<file path="src/rtl/result_bcd_converter.sv">
// Signed 8-bit result to sign + three BCD digits using an iterative double-dabble engine.
// One conversion takes 8 cycles. Outputs hold the last completed conversion and are blanked for the display.
module result_bcd_converter (
  input  logic       clk,
  input  logic       rst,
  input  logic [7:0] result,
  input  logic       result_valid,
  input  logic       clear,
  output logic       neg,
  output logic [3:0] hundreds,
  output logic [3:0] tens,
  output logic [3:0] ones,
  output logic       blank_h,
  output logic       blank_t,
  output logic       busy,
  output logic       done
);

  typedef enum logic {IDLE, CONVERT} state_t;

  state_t      state;
  logic [3:0]  iter;
  logic [19:0] shreg;
  logic        neg_pend;

  logic [7:0]  mag;
  logic [19:0] adj;
  logic [19:0] shifted;

  // 0x80 negates to 0x80, which reads as 128 when taken as unsigned.
  always_comb begin
    mag = result[7] ? (~result + 8'd1) : result;
  end

  always_comb begin
    adj = shreg;
    for (int unsigned i = 0; i < 3; i++) begin
      if (shreg[8 + 4*i +: 4] >= 4'd5)
        adj[8 + 4*i +: 4] = shreg[8 + 4*i +: 4] + 4'd3;
    end
    shifted = adj << 1;
  end

  assign busy = (state == CONVERT);

  always_ff @(posedge clk or posedge rst) begin
    if (rst) begin
      state    <= IDLE;
      iter     <= '0;
      shreg    <= '0;
      neg_pend <= 1'b0;
      neg      <= 1'b0;
      hundreds <= '0;
      tens     <= '0;
      ones     <= '0;
      blank_h  <= 1'b1;
      blank_t  <= 1'b1;
      done     <= 1'b0;
    end else begin
      done <= 1'b0;
      if (clear) begin
        state    <= IDLE;
        iter     <= '0;
        neg      <= 1'b0;
        hundreds <= '0;
        tens     <= '0;
        ones     <= '0;
        blank_h  <= 1'b1;
        blank_t  <= 1'b1;
      end else begin
        case (state)
          IDLE: begin
            if (result_valid) begin
              neg_pend <= result[7];
              shreg    <= {12'b0, mag};
              iter     <= '0;
              state    <= CONVERT;
            end
          end
          CONVERT: begin
            shreg <= shifted;
            iter  <= iter + 4'd1;
            if (iter == 4'd7) begin
              hundreds <= shifted[19:16];
              tens     <= shifted[15:12];
              ones     <= shifted[11:8];
              blank_h  <= (shifted[19:16] == 4'd0);
              blank_t  <= (shifted[19:16] == 4'd0) && (shifted[15:12] == 4'd0);
              neg      <= neg_pend;
              done     <= 1'b1;
              state    <= IDLE;
            end
          end
          default: state <= IDLE;
        endcase
      end
    end
  end

endmodule
</file>
<file path="config.mk">
export PLATFORM = sky130hd
export DESIGN_NAME = result_bcd_converter
export DESIGN_NICKNAME = d
export VERILOG_FILES = /design/src/rtl/result_bcd_converter.sv
export SDC_FILE = /design/constraint.sdc
export NUM_CORES = 1
export LEC_CHECK = 0
export CORE_MARGIN = 3
export CORE_UTILIZATION = 54
export DETAILED_ROUTE_END_ITERATION = 16
export PLACE_DENSITY = 0.77
export REMOVE_ABC_BUFFERS = 1
export SLEW_MARGIN = 20
export SYNTH_ARGS = -nofsm -noshare
export SYNTH_HDL_FRONTEND = slang
export SYNTH_SLANG_ARGS = --single-unit
</file>
<file path="constraint.sdc">
create_clock -name clk -period 2.2 [get_ports clk]
set_input_delay 0.22 -clock clk [delete_from_list [all_inputs] [get_ports clk]]
set_output_delay 0.22 -clock clk [all_outputs]
set_load 0.01 [all_outputs]
</file>
### Word-level counts from Yosys, hierarchy flattened

Cells that the tools add are included.

| cells by class | value |
|---|---|
| reductions and logical operators | 8 |
| $add $sub $neg | 5 |
| bitwise gates (word level) | 3 |
| eq/ne operators | 3 |
| magnitude comparators | 3 |
| mux-type cells | 34 |

Operators with widths:

| kind | number |
|---|---|
| 4-bit two-way mux | 13 |
| 20-bit one-hot mux with 2 select lines | 1 |
| 20-bit two-way mux | 1 |
| 1-bit two-way mux | 15 |
| 4-bit by 3-bit >= comparator with 1-bit output, second input constant | 3 |
| 4-bit by 2-bit adder with 4-bit output, second input constant | 2 |
| 8-bit by 1-bit adder with 8-bit output, second input constant | 1 |
| 4-bit zero test | 2 |
| 8-bit two-way mux | 1 |
| 8-bit inverter | 1 |
| 4-bit one-hot mux with 2 select lines | 1 |
| 4-bit by 1-bit adder with 4-bit output, second input constant | 1 |
| 4-bit by 3-bit equality test with 1-bit output, second input constant | 1 |
| 2-bit AND reduction | 2 |
| 2-bit nonzero test | 2 |
| 3-bit by 2-bit adder with 3-bit output, second input constant | 1 |
| 3-bit two-way mux | 1 |
| 3-bit != test, second input constant | 1 |
| 3-bit AND reduction | 1 |
| 2-bit != test, second input constant | 1 |
| 1-bit inverter | 2 |
| 1-bit one-hot mux with 2 select lines | 1 |
| 1-bit logical AND | 1 |

| storage, ports and cells | value |
|---|---|
| logic and storage cells | 67 |
| register bits after elaboration | 42 |
| output and inout port bits | 17 |
| bits of input ports | 12 |

### Longest topological paths before layout

Gate-level depths: netlist (run 1).

| logic depth | value |
|---|---|
| depth after elaboration | 7 |
| gate-level depth with buffers | 7 |
| mapped depth without buffers | 7 |

### Worst setup path after synthesis (run 1)

OpenSTA, ideal clock, no wires.

| path | value |
|---|---|
| path type | register -> register |
| start | reg shreg[8] |
| end | reg ones[2] |
| stages on the path, launching flop included | 7 |
| clock period less this slack | 1560 ps |
| setup time | 65 ps |
| setup slack | 640 ps |
| arrival | 1496 ps |
| required time | 2135 ps |
| path buffers | 0 |
| path through | dfrtp_1 > ha_1 > nand2b_1 > a21oi_1 > mux2_2 > nor2_1 > o21a_1 |

| on the way | value |
|---|---|
| longest elaborated chain between the ends | 5 |
| elaborated cells between the ends (all ways) | 6 |
| those cells by class | add/sub (1); order compare (1); mux (4) |

Ends and longest elaborated chain:

| what | RTL line | source |
|---|---|---|
| start: declaration | 23 | `logic [19:0] shreg;` |
| start signal: assignment | 75 | `shreg <= {12'b0, mag};` |
| start signal: assignment | 81 | `shreg <= shifted;` |
| 4-bit by 2-bit adder with 4-bit output / 4-bit by 3-bit >= comparator with 1-bit output (equally long branches) | 39, 38 |  |
| 4-bit two-way mux * | 38 | `if (shreg[8 + 4*i +: 4] >= 4'd5)` |
| 4-bit two-way mux * | 83 | `if (iter == 4'd7) begin` |
| 4-bit two-way mux * | 71 | `case (state)` |
| 4-bit two-way mux * | 61 | `if (clear) begin` |
| end signal: assignment | 86 | `ones <= shifted[11:8];` |
| end: declaration | 12 | `output logic [3:0] ones,` |

Mark *: on every way between the ends. The rest lies on a longest branch, timed or not. The select of a mux whose other input is x is not followed.
A chain may end at the register's enable or synchronous reset.

### Worst setup path in the final report (run 1)

| path | value |
|---|---|
| start | reg state, in the netlist busy |
| end | out busy |

RTL lines:

| what | RTL line | source |
|---|---|---|
| start: declaration | 21 | `state_t state;` |
| start signal: assignment | 48 | `state <= IDLE;` |
| start signal: assignment | 62 | `state <= IDLE;` |
| start signal: assignment | 77 | `state <= CONVERT;` |
| end: declaration | 15 | `output logic busy,` |

No word-level cell between the ends.

==> impl_metrics.env, run 1 <==
export IMPL_dp_cells=307
export IMPL_final_hold_viol_count=0
export IMPL_cts_sinks=42
export IMPL_area_delta_synth_final_pct=20.7
export IMPL_antennaDiodeCount=0
export IMPL_pwr_density_cell_mw_per_mm2=640
export IMPL_groute_usage_overall=0.208
export IMPL_die_w_um=69.5
export IMPL_grt_pass1_vias=1759
export IMPL_start_kind="flop"
export IMPL_clock_skew_ps=6.95
export IMPL_hpwl_um=3290
export IMPL_setup_ws_ps=306
export IMPL_hp_class="in2async"
export IMPL_yosys_warnings=0
export IMPL_clkSlewWorstSetupHoldPaths_ps=80
export IMPL_clockBufferDepth=2
export IMPL_cts_hold_buf=0
export IMPL_final_antenna_net_count=0
export IMPL_critPathBufInv=1
export IMPL_fin_crit_ps=1890
export IMPL_syn_area_per_cell_um2=9.43
export IMPL_ys_ff_latch=42
export IMPL_cp_data_arrival_time_ps=1670
export IMPL_max_freq_mhz=528
export IMPL_grt_antenna_before_repair=0
export IMPL_swShare=0.289
export IMPL_internal_power_mw=1.20
export IMPL_vias=1813
export IMPL_slew_violations=0
export IMPL_cp_depth=1
export IMPL_slowest_delay_ps=720
export IMPL_io_pins=29
export IMPL_rsz0062_at_grt="false"
export IMPL_fin_area_mm2=0.00263
export IMPL_gp_congestion=0.798
export IMPL_worstSetupEndpointType="output port"
export IMPL_yosysMostFrequentCell="dfrtp_1"
export IMPL_ir_worst_vdd_v=0.000402
export IMPL_finalCritPeriodShare=0.861
export IMPL_syn_area_mm2=0.00218
export IMPL_combPwrFrac=0.192
export IMPL_fin_util=0.697
export IMPL_multiInputGateArea_mm2=0.00105
export IMPL_cp_required_ps=1980
export IMPL_grt_pass1_wl_um=8100
export IMPL_drcViolationCount=0
export IMPL_ctsResizeCount=0
export IMPL_p_leak_nw=1.11
export IMPL_cp_slowest_cell="dfrtp_1"
export IMPL_ys_seq_area_frac=0.484
export IMPL_r2r_start="busy"
export IMPL_wl_um=4580
export IMPL_nFillCells=314
export IMPL_tns_ps=0
export IMPL_wl_per_cell_um=14.5
export IMPL_finalPower_mw=1.68
export IMPL_clkPwrFrac=0.284
export IMPL_grt_max_degree=43
export IMPL_seq_power_share=0.525
export IMPL_relSlewSlack=0.606
export IMPL_final_seq_area_mm2=0.00105
export IMPL_grt_remaining_overflow=0
export IMPL_path_cells="clkdlybuf4s50_1"
export IMPL_clkLatencyLatePin_ps=290
export IMPL_post_cts_setup_buffers=0
export IMPL_fin_cells=315
export IMPL_cts_tree="yes"
export IMPL_setup_viol_count_final=0
export IMPL_crit_fanout=17
export IMPL_final_nets=286
export IMPL_cts_root_buf="clkbuf_8"
export IMPL_num_rows=22
export IMPL_maxCapViolCount=0
export IMPL_synth_area_top_cells="dfrtp_1 46%, nand2_1 6.4%, o21ai_0 4.8%"
export IMPL_dieArea_mm2=0.00483
export IMPL_cts_max_level=2
export IMPL_core_mm2=0.00377
export IMPL_cts_buffers=5
export IMPL_synth_cell_types=41
export IMPL_p_sw_uw=488
export IMPL_placed_area_mm2=0.00255
export IMPL_r2r_end="blank_t"
export IMPL_netlist_area_leader_share=0.460
export IMPL_place_ws_ps=303
export IMPL_drtIter0Drc=84
export IMPL_ys_async_sr_fraction=1.00
export IMPL_vias_per_cell=5.76
export IMPL_initial_core_util=0.578
export IMPL_r2r_setup_slack_ps=410
export IMPL_synth_largest_area_cell="dfrtp_1"
export IMPL_holdWs_ps=349
export IMPL_port_buffers=28
export IMPL_synth_edf_count=0
export IMPL_outcome="finished, final reports clean"
export IMPL_endpoint="busy"
export IMPL_drive_gt1_frac=0.0936
export IMPL_synthCells=231
export IMPL_firstDrtPassIters=4
export IMPL_critical_path_class="reg2out"
export IMPL_rr_worst_depth=5
export IMPL_crit_path_start="busy"
export IMPL_worstMarginPinSlew_ps=591
export IMPL_die_y_um=69.5
export IMPL_cp_top_family="flip-flops"
export IMPL_synth_top_flop_cell="dfrtp_1"
export IMPL_synth_top_cells_by_count="40 x dfrtp_1, 37 x nand2_1, 21 x o21ai_0"
## metal layers
metal | track usage | wire, µm | up-vias
li1 | - | - | 885
met1 | 0.267 | 2070 | 877
met2 | 0.340 | 2250 | 43
met3 | 0.0449 | 170 | 8
met4 | 0.0868 | 86 | 0
met5 | 0 | 0 | -
## kinds of logic after synthesis
| group | Yosys count | synth area share |
|---|---|---|
| AND/OR/NAND/NOR | 80 | 0.174 |
| buffers and inverters | 19 | 0.0350 |
| multiplexers | 3 | 0.0149 |
| XOR/XNOR | 10 | 0.0402 |
| flip-flops | 42 | 0.484 |
| adder cells (fa/ha/maj) | 8 | 0.0460 |
| AO/OA/AOI/OAI | 69 | 0.206 |
## cells in the final DEF, fill, tap and decap left out, types with 5 or more instances in the layout
| cell type | instances |
|---|---|
| clkdlybuf4s50_1 | 28 |
| o22ai_1 | 5 |
| nand2b_1 | 6 |
| ha_1 | 8 |
| buf_4 | 9 |
| o21ai_0 | 21 |
| nand2_1 | 37 |
| inv_1 | 10 |
| dfrtp_1 | 40 |
| clkbuf_8 | 5 |
| xnor2_1 | 7 |
| nor3_1 | 5 |
| a22oi_1 | 6 |
| nor2_1 | 16 |
| a21oi_1 | 11 |
## sequential cells by signal (all words and copies together) (netlist names)
name / count
shreg: 20
hundreds: 4
iter: 4
ones: 4
tens: 4
blank_h: 1
blank_t: 1
busy: 1
done: 1
neg: 1
neg_pend: 1
## worst min path at each step
stage	slack [ps]	to	cells after the start
floorplan	280	hundreds[1]	1
global placement	470	shreg[1]	2
detailed placement	480	shreg[4]	2
CTS	360	ones[0]	3
global route	440	shreg[17]	3
finish	350	shreg[17]	3
## cell type report
type	instances	share of cell area
clock inverters	2	0.00381
inverters	10	0.0143
well taps	48	0.0228
repair buffers	37	0.132
multi-input cells	170	0.399
flip-flops and latches	42	0.401
clock buffers	6	0.0276
## power by group through the flow
| stage | logic (mW) | clock network, mW | registers (mW) |
|---|---|---|---|
| floorplan | 0.220 | 0 | 0.886 |
| global placement | 0.314 | 0 | 0.897 |
| finish | 0.323 | 0.478 | 0.883 |
| global route | 0.369 | 0.530 | 0.893 |
| detailed placement | 0.324 | 0 | 0.898 |
| CTS | 0.325 | 0.496 | 0.883 |
Note: power is estimated with default switching activity, not from simulation.
==> inputs of run 2 (changes only) <==
ABC_AREA = 1   (was default)
PLACE_DENSITY = 0.76   (was 0.77)
==> impl_metrics.env, run 2 <==
export IMPL_cp_required_ps=1980
export IMPL_post_cts_setup_buffers=0
export IMPL_area_delta_synth_final_pct=16.4
export IMPL_synth_edf_count=0
export IMPL_clkSlewWorstSetupHoldPaths_ps=70
export IMPL_cts_buffers=5
export IMPL_p_leak_nw=1.26
export IMPL_grt_max_degree=43
export IMPL_syn_area_per_cell_um2=8.11
export IMPL_final_seq_area_mm2=0.00105
export IMPL_synth_largest_area_cell="dfrtp_1"
export IMPL_final_cell_mix="79 x nand2_1, 40 x dfrtp_1, 28 x clkdlybuf4s50_1, 26 x inv_1, 19 x nor2_1"
export IMPL_wl_per_cell_um=13.0
export IMPL_syn_area_mm2=0.00220
export IMPL_die_y_um=69.8
export IMPL_synth_cell_types=27
export IMPL_yosys_warnings=0
export IMPL_ys_async_sr_fraction=1.00
export IMPL_rsz0062_at_grt="false"
export IMPL_cp_top_family="buffers and inverters"
export IMPL_initial_core_util=0.579
export IMPL_use_met2=0.323
export IMPL_cp_slowest_cell="clkdlybuf4s50_1"
export IMPL_port_buffers=28
export IMPL_start_kind="flop"
export IMPL_vias=1851
export IMPL_synth_area_top_cells="dfrtp_1 46%, nand2_1 13%, ha_1 4.6%"
export IMPL_drive_gt1_frac=0.0533
export IMPL_vias_per_cell=5.32
export IMPL_clock_skew_ps=7.98
export IMPL_slew_violations=0
export IMPL_hpwl_um=3330
export IMPL_yosysMostFrequentCell="nand2_1"
export IMPL_nFillCells=331
export IMPL_multiInputGateArea_um2=957
export IMPL_final_hold_viol_count=0
export IMPL_dieArea_mm2=0.00487
export IMPL_tns_ps=0
export IMPL_die_w_um=69.8
export IMPL_cts_tree="yes"
export IMPL_max_freq_mhz=575
export IMPL_pwr_density_cell_mw_per_mm2=641
export IMPL_grt_pass1_vias=1736
export IMPL_core_mm2=0.00380
export IMPL_netlist_area_leader_share=0.455
export IMPL_synth_top_cells_by_count="79 x nand2_1, 40 x dfrtp_1, 26 x inv_1"
export IMPL_final_common_cell="nand2_1"
export IMPL_grt_busiest_layer="met2"
export IMPL_grt_antenna_before_repair=0
export IMPL_grt_pass1_wl_um=7960
export IMPL_slowest_delay_ps=630
export IMPL_antennaDiodeCount=0
export IMPL_relSlewSlack=0.659
export IMPL_firstDrtPassIters=4
export IMPL_setup_viol_count_final=0
export IMPL_final_nets=319
export IMPL_fin_crit_ps=1740
export IMPL_crit_fanout=13
export IMPL_ys_ff_latch=42
export IMPL_critical_path_class="reg2out"
export IMPL_synth_top_flop_cell="dfrtp_1"
export IMPL_drcViolationCount=0
export IMPL_hp_class="in2async"
export IMPL_num_rows=22
export IMPL_worstMarginPinSlew_ps=511
export IMPL_cts_root_buf="clkbuf_8"
export IMPL_maxCapViolCount=0
export IMPL_met3_usage=0.0449
export IMPL_largest_register_ffs=20
export IMPL_finalCritPeriodShare=0.791
export IMPL_critPathBufInv=1
export IMPL_outcome="finished, final reports clean"
export IMPL_worstSetupEndpointType="output port"
export IMPL_cts_hold_buf=0
export IMPL_grt_remaining_overflow=0
export IMPL_io_pins=29
export IMPL_drtIter0Drc=219
export IMPL_cts_max_level=2
export IMPL_cts_sinks=42
export IMPL_cp_data_arrival_time_ps=1520
export IMPL_synthCells=271
export IMPL_ir_worst_vdd_v=0.000374
export IMPL_largest_register="shreg"
export IMPL_gp_congestion=0.847
export IMPL_clkLatencyLatePin_ps=280
export IMPL_groute_usage_overall=0.199
export IMPL_use_met1=0.272
export IMPL_path_cells="clkdlybuf4s50_1"
export IMPL_ys_seq_area_frac=0.479
export IMPL_clockBufferDepth=2
export IMPL_ctsResizeCount=0
export IMPL_finalPower_mw=1.64
export IMPL_final_antenna_net_count=0
export IMPL_wl_um=4540
export IMPL_fin_util=0.674
-- run 2: cell count changes after synthesis, sizes merged, moves of 6 or more --
cell	previous run	this run
xnor2	7	1
inv	10	30
nand3	2	18
nand2	37	81
nand4	0	8
a22oi	7	1
nand2b	6	0
-- run 2: final cells by class --
class                           instances  share of cell area
Multi-Input combinational cell        190               0.374
Sequential cell                        42               0.412
Clock buffer                            8              0.0313
Timing Repair Buffer                   30               0.115
Tap cell                               48              0.0235
Inverter                               30              0.0440
-- run 2: cell families (layout without fill, tap and decap cells) --
group           after synthesis  in the layout  synth area share
xor+xnor                      3              3            0.0120
buf+inv                      39             68            0.0854
fa+ha+maj                     8              8            0.0455
flops                        42             42             0.479
simple gates                130            130             0.254
compound gates               49             49             0.124
-- run 2: layer usage --
metal	up-vias	part of all wire
li1	943	-
met1	844	0.47
met2	59	0.47
met3	5	0.052
met4	0	0.0088
met5	-	0
-- run 2: power breakdown --
group	leakage, nW	internal, mW	switching (mW)
clock network	0.0395	0.226	0.242
registers	0.558	0.834	0.0445
logic	0.667	0.120	0.174
total	1.26	1.18	0.460
-- run 2: through the flow --
step	hold slack (ps)	std cells	area, µm²	setup slack [ps]
2_1_floorplan	309	262	2120	871
3_3_place_gp	467	340	2480	657
3_5_place_dp	473	340	2480	645
4_1_cts	372	348	2560	461
5_1_grt	434	348	2560	371
6_report	358	348	2560	460
-- run 2: path summary, 6_finish.rpt --
| check | from | end | slack (ps) | depth (start not counted) |
|---|---|---|---|---|
| max reg2reg | shreg[8] | shreg[10] | 650 | 7 |
| max | busy | busy | 460 | 1 |
| min in group clk | shreg[5] | shreg[5] | 480 | 2 |
| min | rst | shreg[6] | 360 | 3 |
| min reg2reg | shreg[5] | shreg[5] | 480 | 2 |
| max in group asynchronous | rst | blank_t | 1480 | 3 |
-- run 2: worst reg2reg max path, stage by stage, from the launching register on --
cell	delay [ps]
dfrtp_1	400
inv_1	130
ha_1	180
inv_1	40
nand2_1	90
nand3_1	150
o21ai_0	300
o21ai_0	130
